File: config.mk
export PLATFORM = sky130hd
export DESIGN_NAME = duty_period_meter
export DESIGN_NICKNAME = d
export VERILOG_FILES = /design/src/rtl/dpm_pkg.sv /design/src/rtl/sync_edge_det.sv /design/src/rtl/duty_period_meter.sv
export SDC_FILE = /design/constraint.sdc
export NUM_CORES = 1
export LEC_CHECK = 0
export ABC_AREA = 0
export BUFFER_PORTS_ARGS = -buffer_cell sky130_fd_sc_hd__buf_2
export CORE_MARGIN = 5
export CORE_UTILIZATION = 40
export DETAILED_ROUTE_END_ITERATION = 10
export PLACE_DENSITY = 0.62
export SYNTH_ARGS = -nofsm -noshare
export SYNTH_HDL_FRONTEND = slang
export SYNTH_SLANG_ARGS = --single-unit
File: constraint.sdc
create_clock -name clk -period 2.5 [get_ports clk]
set_input_delay 0.5 -clock clk [delete_from_list [all_inputs] [get_ports clk]]
set_output_delay 0.5 -clock clk [all_outputs]
set_load 0.01 [all_outputs]
File: src/rtl/dpm_pkg.sv
// Shared types and default sizes for the duty/period meter.
// Defining DPM_TIMEOUT_EN enables the saturation-timeout abort in duty_period_meter.
package dpm_pkg;

   typedef enum logic [1:0] {
      IDLE = 2'd0,
      ARM  = 2'd1,
      HIGH = 2'd2,
      LOW  = 2'd3
   } dpm_state_t;

   localparam int DEF_CNT_W       = 16;
   localparam int DEF_SYNC_STAGES = 2;

endpackage

File: src/rtl/sync_edge_det.sv
// Synchroniser chain for an asynchronous input plus one delay flop for edge detection.
// rise/fall are single-cycle pulses derived from the synchronised level.
module sync_edge_det
   import dpm_pkg::*;
#(
   parameter int SYNC_STAGES = DEF_SYNC_STAGES
) (
   input  logic clk,
   input  logic rst,
   input  logic sig_in,
   output logic s_sync,
   output logic rise,
   output logic fall
);

   logic [SYNC_STAGES-1:0] sync_q;
   logic [SYNC_STAGES-1:0] sync_d;
   logic                   s_d_q;
   logic                   s_d_d;

   always_comb begin
      sync_d = {sync_q[SYNC_STAGES-2:0], sig_in};
      s_d_d  = sync_q[SYNC_STAGES-1];
   end

   always_ff @(posedge clk) begin
      if (rst) begin
         sync_q <= '0;
         s_d_q  <= 1'b0;
      end else begin
         sync_q <= sync_d;
         s_d_q  <= s_d_d;
      end
   end

   assign s_sync = sync_q[SYNC_STAGES-1];
   assign rise   = s_sync & ~s_d_q;
   assign fall   = ~s_sync & s_d_q;

endmodule

File: src/rtl/duty_period_meter.sv
// Measures period and high time of a slow asynchronous square wave in clk cycles.
// Optional macro DPM_TIMEOUT_EN: abort with done+timeout when the counter saturates.
module duty_period_meter
   import dpm_pkg::*;
#(
   parameter int CNT_W       = DEF_CNT_W,
   parameter int SYNC_STAGES = DEF_SYNC_STAGES
) (
   input  logic             clk,
   input  logic             rst,
   input  logic             sig_in,
   input  logic             start,
   output logic             busy,
   output logic             done,
   output logic [CNT_W-1:0] period,
   output logic [CNT_W-1:0] high_time,
   output logic             timeout
);

   localparam logic [CNT_W-1:0] CNT_MAX = {CNT_W{1'b1}};

   logic             s_sync;
   logic             rise;
   logic             fall;

   dpm_state_t       state_q, state_d;
   logic [CNT_W-1:0] cnt_q, cnt_d;
   logic [CNT_W-1:0] period_q, period_d;
   logic [CNT_W-1:0] high_time_q, high_time_d;
   logic             busy_q, busy_d;
   logic             done_q, done_d;
   logic [CNT_W-1:0] cnt_inc;
   logic             at_max;
`ifdef DPM_TIMEOUT_EN
   logic             timeout_q, timeout_d;
`endif

   sync_edge_det #(.SYNC_STAGES(SYNC_STAGES)) u_sync (
      .clk    (clk),
      .rst    (rst),
      .sig_in (sig_in),
      .s_sync (s_sync),
      .rise   (rise),
      .fall   (fall)
   );

   always_comb begin
      at_max      = (cnt_q == CNT_MAX);
      // Counter never wraps: a stuck input parks it at all-ones.
      cnt_inc     = at_max ? CNT_MAX : cnt_q + 1'b1;
      state_d     = state_q;
      cnt_d       = cnt_q;
      period_d    = period_q;
      high_time_d = high_time_q;
      done_d      = 1'b0;
`ifdef DPM_TIMEOUT_EN
      timeout_d   = timeout_q;
`endif
      unique case (state_q)
         IDLE: begin
            if (start) begin
               state_d = ARM;
               cnt_d   = '0;
            end
         end
         ARM: begin
            if (rise) begin
               cnt_d   = {{(CNT_W-1){1'b0}}, 1'b1};
               state_d = HIGH;
`ifdef DPM_TIMEOUT_EN
            end else if (at_max) begin
               state_d     = IDLE;
               done_d      = 1'b1;
               timeout_d   = 1'b1;
               period_d    = CNT_MAX;
               high_time_d = CNT_MAX;
`endif
            end else begin
               cnt_d = cnt_inc;
            end
         end
         HIGH: begin
            if (fall) begin
               high_time_d = cnt_q;
               cnt_d       = cnt_inc;
               state_d     = LOW;
`ifdef DPM_TIMEOUT_EN
            end else if (at_max) begin
               state_d     = IDLE;
               done_d      = 1'b1;
               timeout_d   = 1'b1;
               period_d    = CNT_MAX;
               high_time_d = CNT_MAX;
`endif
            end else begin
               cnt_d = cnt_inc;
            end
         end
         LOW: begin
            if (rise) begin
               period_d = cnt_q;
               done_d   = 1'b1;
               state_d  = IDLE;
`ifdef DPM_TIMEOUT_EN
               timeout_d = 1'b0;
            end else if (at_max) begin
               // high_time from this run is kept; only the period is unknown.
               state_d   = IDLE;
               done_d    = 1'b1;
               timeout_d = 1'b1;
               period_d  = CNT_MAX;
`endif
            end else begin
               cnt_d = cnt_inc;
            end
         end
         default: state_d = IDLE;
      endcase
      busy_d = (state_d != IDLE);
   end

   always_ff @(posedge clk) begin
      if (rst) begin
         state_q     <= IDLE;
         cnt_q       <= '0;
         period_q    <= '0;
         high_time_q <= '0;
         busy_q      <= 1'b0;
         done_q      <= 1'b0;
`ifdef DPM_TIMEOUT_EN
         timeout_q   <= 1'b0;
`endif
      end else begin
         state_q     <= state_d;
         cnt_q       <= cnt_d;
         period_q    <= period_d;
         high_time_q <= high_time_d;
         busy_q      <= busy_d;
         done_q      <= done_d;
`ifdef DPM_TIMEOUT_EN
         timeout_q   <= timeout_d;
`endif
      end
   end

   assign busy      = busy_q;
   assign done      = done_q;
   assign period    = period_q;
   assign high_time = high_time_q;
`ifdef DPM_TIMEOUT_EN
   assign timeout   = timeout_q;
`else
   assign timeout   = 1'b0;
`endif

endmodule

==> reports/qor.txt, run 1 <==
Via density: 5.26
Total leakage power: 1.03 nW
Asr flop ratio synth: 0
Synthesized area per cell: 8.03 µm²
Fillers: 624
Run status: finished clean
Vias: 2125
Diodes inserted: 0
CTS tree: done
Crit path time final: 1.97 ns
Worst setup SP type: flip-flop
Utilization after layout: 0.464
Power Density: 585 nW/µm²
Site Rows: 28
Synth warn: 0
Synth Register Bits: 55
CP endpoint kind: flip-flop
Post-synth EDFFs: 0
Reg-to-reg setup timing slack: 0.53 ns
Max Clk Rate: 507 MHz
Clock insertion delay at the later pin of the skew report: 0.31 ns
First-iteration detailed-routing DRC count: 170
Seq/Total Area, Yosys: 0.457
# resized after CTS: 0
First-pass GRT wire length: 9890 µm
Layout cells sized above 1: 0.195
# Max-Cap Violations: 0
H-tree depth: 2
Top cells by area, synth: dfxtp_1, nand2_1, a21oi_1, o21ai_0, nor2_1
Die width: 87.6 µm
Root Buffer: clkbuf_8
Total clock buffers created by CTS: 5
Starting Density: 0.409
DRT Wirelength: 5790 µm
Antenna violations before repair: 0
Mapped Area: 2410 µm²
Synth area leader: dfxtp_1
TNS Setup: 0 ns
Number of global-route vias before repair: 2031
Wire length per cell: 14.3 µm
Remaining DRCs: 0
Final instance area: 2730 µm²
Peak supply drop: 220 µV
Syn Nets: 305
Main synth FF type: dfxtp_1
Global-route usage over all layers: 0.160
Syn-to-layout area delta: 13.4%
Nets: 333
Core Region: 5890 µm²
Setup repair after global routing missed its margin: no
Skew final: 0.00585 ns
Hold depth: 2
Period utilisation layout: 0.788
Sink Count: 55
Port bufs: 37
Area share of the largest cell type after synthesis: 0.457
Mapped Cells: 300
CP Max Fanout: 8
Crit path DAT: 2.22 ns
Post-CTS setup buffers: 0
Die span in y: 87.6 µm
Worst hold path type: in2reg
Library cells used by synthesis: 50
Placed cells: 396
Req. time, crit path: 2.74 ns
Pre-antenna DRT Iters: 4
Slew Viols, Final: 0
Full die area: 7670 µm²
Post-route ant nets: 0
Placer Congestion: 0.897
Post-CTS Hold Fix Bufs: 0
Non-filler cells, final: 404
Fin. Hold Viols: 0
Clk buf depth: 2
Dpl hpwl: 4020 µm
Hold WS: 0.393 ns
Dpl cell area: 2610 µm²
I/O Pins: 39
Slew @ Worst Pin: 0.636 ns
Grt ovf: 0
Crit Path Class: reg2reg
Clock slew at reported path FFs: 0.10 ns
Final setup viols: 0
Slew Limit Headroom: 0.576
Worst r2r path cells: 6
Largest net degree at the start of global routing: 28
[cell usage in the layout (no fill, tap or decap), types with 3 or more instances in the layout]
| cell type | synthesis | layout |
|---|---|---|
| o21bai_1 | 3 | 3 |
| inv_1 | 8 | 8 |
| o21ai_0 | 15 | 15 |
| nor2_1 | 11 | 11 |
| clkbuf_8 | 0 | 6 |
| nor2b_1 | 4 | 4 |
| nand3_1 | 8 | 8 |
| buf_4 | 2 | 7 |
| dfxtp_1 | 55 | 55 |
| nand4_1 | 5 | 5 |
| nand2_1 | 80 | 80 |
| a21oi_1 | 44 | 44 |
| a22oi_1 | 3 | 3 |
| buf_2 | 7 | 37 |
[layout make-up]
type / count / area, µm² / area share
repair buffers: 44 / 238 / 0.0871
inverters: 8 / 30.0 / 0.0110
flip-flops and latches: 55 / 1100 / 0.403
clock inverters: 2 / 35.0 / 0.0128
multi-input cells: 214 / 1150 / 0.421
clock buffers: 6 / 82.6 / 0.0302
well taps: 75 / 93.8 / 0.0344
[power by group]
part | internal, W | total [W] | leakage (nW) | switching (W)
Clock | 0.000325 | 0.000619 | 0.0612 | 0.000294
Sequential | 0.000883 | 0.000894 | 0.444 | 0.0000104
Combinational | 0.0000298 | 0.0000854 | 0.524 | 0.0000557
Total | 0.00124 | 0.00160 | 1.03 | 0.000360
[worst max-delay path: stages (launching register included)]
cell	delay, ns
dfxtp_1	0.48
ha_1	0.24
nand3_2	0.18
nor4_4	0.51
buf_4	0.24
o21ai_0	0.09
a21oi_1	0.16
[logic make-up (layout without fill, tap and decap cells)]
| logic type | after synthesis | in the layout | synth area share |
|---|---|---|---|
| AOI/OAI and AO/OA | 83 | 83 | 0.205 |
| buffers and inverters | 31 | 60 | 0.0654 |
| other | 1 | 1 | 0.00156 |
| adders and majority gates | 1 | 1 | 0.00519 |
| DFF | 55 | 55 | 0.457 |
| and+or+nand+nor | 128 | 128 | 0.262 |
| xor gates and xnor gates | 1 | 1 | 0.00364 |
[final timing paths]
kind                               start                           to
max reg2reg        cnt_q[0]$_SDFFE_PP0P_        cnt_q[2]$_SDFFE_PP0P_
min                               sig_in  u_sync.sync_q[0]$_SDFF_PP0_
min reg2reg  u_sync.sync_q[0]$_SDFF_PP0_  u_sync.sync_q[1]$_SDFF_PP0_
max                cnt_q[0]$_SDFFE_PP0P_        cnt_q[2]$_SDFFE_PP0P_
[stage by stage]
stage / power (W) / setup slack (ns)
finish: 0.00160 / 0.529
global route: 0.00165 / 0.408
CTS: 0.00161 / 0.579
detailed placement: 0.000999 / 0.621
global placement: 0.000999 / 0.670
floorplan: 0.000982 / 0.962
[routing by layer]
metal  global-route usage  wire, µm
met3               0.0320       332
met4               0.0474        80
met5                    0         0
met2                0.257      2550
met1                0.218      2830
[registers in the layout (all words and copies together), names as in the netlist]
signal         flops
busy               1
cnt_q             16
done               1
high_time         16
period            16
state_q            2
u_sync.s_d_q       1
u_sync.sync_q      2
[synthesized netlist by cell type, types with 3 or more instances]
cell type,count
inv_1,8
nand4_1,5
a21oi_1,44
o21bai_1,3
clkbuf_1,8
dfxtp_1,55
nor2b_1,4
o21ai_0,15
nand2_1,80
buf_2,7
nand3_1,8
a22oi_1,3
buf_6,3
nor2_1,11
No activity file was read; power rests on OpenSTA's default activity.
==> run 2: changes to the inputs <==
- clock period: 2.5 -> 1.9 ns (I/O delays scaled with it)
==> run 2 against run 1 <==
Against the previous run:
- cell area grew 1.4%
- combinational power grew 46%
- register-to-register slack lost 0.27 ns
- clock-buffer cell count grew 1
- sequential share of layout area shrank 0.55 points
- via count grew 1.1%
- first-iteration DRC count shrank 7.1%
- largest power group unchanged
- flip-flop and latch count is the same
- clock power grew 7.4%
- routed wire length grew 0.14%
==> reports/qor.txt, run 2 (synthesized netlist as in run 1, its figures left out) <==
Placer Congestion: 0.888
Remaining DRCs: 0
CTS tree: done
Largest net degree at the start of global routing: 23
Global-route usage over all layers: 0.159
Skew final: 0.00447 ns
# resized after CTS: 0
I/O Pins: 39
Grt ovf: 0
Dpl hpwl: 4130 µm
Nets: 341
First-pass GRT wire length: 9780 µm
H-tree depth: 2
Reg-to-reg setup timing slack: 0.26 ns
Die width: 87.6 µm
Commonest non-fill, non-tap cell in the layout: nand2_1
Port bufs: 37
Clk buf depth: 2
Vias: 2148
Root Buffer: clkbuf_8
Post-route ant nets: 0
Utilization after layout: 0.470
TNS Setup: 0 ns
Power Density: 709 nW/µm²
CP endpoint kind: flip-flop
First-iteration detailed-routing DRC count: 158
Syn-to-layout area delta: 14.9%
Crit Path Class: reg2reg
Worst r2r path cells: 5
Period utilisation layout: 0.863
Wire length per cell: 14.1 µm
Max Clk Rate: 610 MHz
Number of global-route vias before repair: 2065
Post-CTS Hold Fix Bufs: 0
Slew @ Worst Pin: 0.596 ns
Die span in y: 87.6 µm
Worst setup path start: cnt_q[4]$_SDFFE_PP0P_
Core Region: 5890 µm²
Total clock buffers created by CTS: 5
Diodes inserted: 0
Via density: 5.21
CP Max Fanout: 10
DRT Wirelength: 5800 µm
Reg-to-reg critical path startpoint: cnt_q[4]$_SDFFE_PP0P_
Final setup viols: 0
Antenna violations before repair: 0
Sink Count: 55
Total leakage power: 1.06 nW
Site Rows: 28
Clock insertion delay at the later pin of the skew report: 0.30 ns
Run status: finished clean
Post-CTS setup buffers: 0
Hold depth: 2
FF-to-FF End: cnt_q[2]$_SDFFE_PP0P_
Crit path capture: cnt_q[2]$_SDFFE_PP0P_
Req. time, crit path: 2.13 ns
Worst setup SP type: flip-flop
Peak supply drop: 307 µV
Slew Viols, Final: 0
Full die area: 7670 µm²
Worst hold path type: in2reg
Slew Limit Headroom: 0.601
Starting Density: 0.409
Setup repair after global routing missed its margin: no
Pre-antenna DRT Iters: 4
Crit path DAT: 1.87 ns
Clock slew at reported path FFs: 0.09 ns
Fillers: 616
Most frequent cells in the layout: nand2_1, dfxtp_1, a21oi_1
Crit path time final: 1.64 ns
Layout cells sized above 1: 0.211
Fin. Hold Viols: 0
# Max-Cap Violations: 0
run 2: cell types whose count changed in the layout (fill, tap and decap cells not counted), sizes merged:
cell,delta
buf,+8
bufinv,-1
clkbuf,+1
run 2: worst max-delay path, stage by stage (launching register included):
cell and delay (ns):
dfxtp_1 0.53, nand4_2 0.24, nor4_4 0.32, buf_4 0.20, o21ai_0 0.09, a21oi_1 0.17
run 2: cell type report:
cell class | instances | area, µm² | area share
multi-input cells | 214 | 1150 | 0.415
inverters | 8 | 30.0 | 0.0108
well taps | 75 | 93.8 | 0.0339
repair buffers | 52 | 298 | 0.108
clock buffers | 7 | 86.3 | 0.0312
flip-flops and latches | 55 | 1100 | 0.398
clock inverters | 1 | 8.76 | 0.00316
run 2: routing by layer:
| layer | wire (µm) | track usage | vias to the layer above |
|---|---|---|---|
| met5 | 0 | 0 | - |
| met4 | 71 | 0.0460 | 0 |
| met3 | 317 | 0.0310 | 6 |
| met2 | 2610 | 0.251 | 55 |
| met1 | 2800 | 0.221 | 984 |
| li1 | - | - | 1103 |
run 2: report_power, final:
part	switching [W]	internal, W	total (W)
registers	0.00000917	0.00116	0.00117
logic	0.0000785	0.0000468	0.000125
clock network	0.000365	0.000299	0.000665
run 2: how the worst min path moves through the flow:
stage                                  endpoint                   startpoint  slack, ns
finish              u_sync.sync_q[0]$_SDFF_PP0_                       sig_in       0.28
global route        u_sync.sync_q[0]$_SDFF_PP0_                       sig_in       0.27
CTS                 u_sync.sync_q[0]$_SDFF_PP0_                       sig_in       0.27
detailed placement  u_sync.sync_q[1]$_SDFF_PP0_  u_sync.sync_q[0]$_SDFF_PP0_       0.43
global placement    u_sync.sync_q[1]$_SDFF_PP0_  u_sync.sync_q[0]$_SDFF_PP0_       0.42
floorplan           u_sync.sync_q[1]$_SDFF_PP0_  u_sync.sync_q[0]$_SDFF_PP0_       0.41
run 2: metrics by stage:
| stage | hold WS, ns | worst slack [ns] | power (W) | area [µm²] | std cells |
|---|---|---|---|---|---|
| 3_5_place_dp | 0.429 | 0.298 | 0.00132 | 2670 | 404 |
| 6_report | 0.278 | 0.261 | 0.00196 | 2770 | 412 |
| 2_1_floorplan | 0.414 | 0.362 | 0.00129 | 2410 | 300 |
| 3_3_place_gp | 0.415 | 0.344 | 0.00132 | 2670 | 404 |
| 4_1_cts | 0.268 | 0.273 | 0.00199 | 2770 | 412 |
| 5_1_grt | 0.269 | 0.107 | 0.00204 | 2770 | 412 |
==> run 3: changes to the inputs <==
- CORE_UTILIZATION: 40 -> 50
- PLACE_DENSITY: 0.62 -> 0.74
==> run 3 against run 2 <==
Against the previous run:
- clock skew increased by 0.010 ns
- maximum frequency shrank 3.9%
- utilization grew 11 points
- sequential power is essentially flat
- critical endpoint is now cnt_q[0]$_SDFFE_PP0P_
==> reports/qor.txt, run 3 (synthesized netlist as in run 1, its figures left out) <==
Run status: finished clean
Commonest non-fill, non-tap cell in the layout: nand2_1
Setup repair after global routing missed its margin: no
Nets: 340
CP Max Fanout: 11
Utilization after layout: 0.582
Dpl hpwl: 4020 µm
Req. time, crit path: 2.15 ns
Post-CTS setup buffers: 0
Antenna violations before repair: 0
# Max-Cap Violations: 0
First-pass GRT wire length: 9670 µm
Flop pwr share: 0.593
Max incr delay on CP: 0.39 ns
Sink Count: 55
Port bufs: 37
Layout cells sized above 1: 0.211
CP endpoint kind: flip-flop
Placed cells: 382
Global-route usage over all layers: 0.192
CTS tree: done
Post-route ant nets: 0
Switching power: 0.000498 W
Clock insertion delay at the later pin of the skew report: 0.32 ns
Combinational group share of total power: 0.065
Pre-CTS setup slack: 0.232 ns
Wire length per cell: 14.5 µm
H-tree depth: 2
Worst setup SP type: flip-flop
Largest net degree at the start of global routing: 21
Period utilisation layout: 0.897
Crit path DAT: 1.95 ns
Starting Density: 0.513
Total leakage power: 1.05 nW
Power Density: 724 nW/µm²
Hold WS: 0.279 ns
Crit-path cells: ha_1 > nand3_2 > nor4_4 > buf_4 > o21ai_0 > a21oi_1
Pre-antenna DRT Iters: 4
Clock slew at reported path FFs: 0.10 ns
TNS Setup: 0 ns
Slew Viols, Final: 0
Site Rows: 25
Most frequent cells in the layout: nand2_1, dfxtp_1, a21oi_1
Diodes inserted: 0
Worst hold path type: in2reg
Non-filler cells, final: 390
Root Buffer: clkbuf_8
DRT Wirelength: 5670 µm
Register area: 1100 µm²
Post-CTS Hold Fix Bufs: 0
Area of the multi-input gates: 1150 µm²
Post-route setup slack: 0.195 ns
Placer Congestion: 0.987
Syn-to-layout area delta: 13.4%
Sw frac: 0.252
Final setup viols: 0
Full die area: 6310 µm²
Die width: 79.4 µm
Crit Path Class: reg2reg
First-iteration detailed-routing DRC count: 222
I/O Pins: 39
Clock power share: 0.342
Critical path's slowest cell: nor4_4
Crit path time final: 1.71 ns
Max Clk Rate: 586 MHz
Int Pwr: 0.00148 W
Clk buf depth: 2
Delay-heaviest family, CP: simple AND/OR/NAND/NOR gates
WP buf/inv: 1
Core Region: 4690 µm²
Vias: 2163
Fillers: 441
Via density: 5.55
Fin. Hold Viols: 0
Die span in y: 79.4 µm
Skew final: 0.0147 ns
# resized after CTS: 0
Number of global-route vias before repair: 2017
Peak supply drop: 374 µV
Total clock buffers created by CTS: 5
Remaining DRCs: 0
Grt ovf: 0
run 3: layer usage:
| metal | share of wire | up-vias | routed length, µm | GRT usage |
|---|---|---|---|---|
| met1 | 0.47 | 1003 | 2690 | 0.272 |
| li1 | - | 1097 | - | - |
| met3 | 0.056 | 7 | 319 | 0.0350 |
| met4 | 0.011 | 0 | 63 | 0.0395 |
| met5 | 0 | - | 0 | 0 |
| met2 | 0.46 | 56 | 2600 | 0.306 |
run 3: path summary, 6_finish.rpt:
kind	startpoint	endpoint	slack [ns]	cells after the start
hold / removal	sig_in	u_sync.sync_q[0]$_SDFF_PP0_	0.28	2
setup reg to reg	cnt_q[0]$_SDFFE_PP0P_	cnt_q[0]$_SDFFE_PP0P_	0.19	6
setup / recovery	cnt_q[0]$_SDFFE_PP0P_	cnt_q[0]$_SDFFE_PP0P_	0.19	6
hold reg to reg	high_time[4]$_SDFFE_PP0P_	high_time[4]$_SDFFE_PP0P_	0.45	2
run 3: worst register-to-register path, cell delays in order (launching register included):
cell and delay [ns]:
dfxtp_1 0.36, ha_1 0.22, nand3_2 0.18, nor4_4 0.39
buf_4 0.25, o21ai_0 0.11, a21oi_1 0.14
run 3: cell type report:
class                   instances  area share
inverters                       8      0.0110
multi-input cells             214       0.421
clock buffers                   5      0.0252
clock inverters                 3     0.00870
flip-flops and latches         55       0.403
well taps                      54      0.0247
repair buffers                 51       0.106
run 3: metrics by stage:
step / instance area [µm²] / total power (W)
floorplan: 2410 / 0.00129
global placement: 2640 / 0.00132
detailed placement: 2640 / 0.00133
CTS: 2730 / 0.00198
global route: 2730 / 0.00206
finish: 2730 / 0.00198
run 3: power by group through the flow:
stage / Sequential, W / Combinational (W) / Clock, W
floorplan: 0.00120 / 0.0000958 / 0
global placement: 0.00120 / 0.000125 / 0
detailed placement: 0.00120 / 0.000127 / 0
CTS: 0.00117 / 0.000128 / 0.000685
global route: 0.00117 / 0.000142 / 0.000740
finish: 0.00117 / 0.000128 / 0.000676
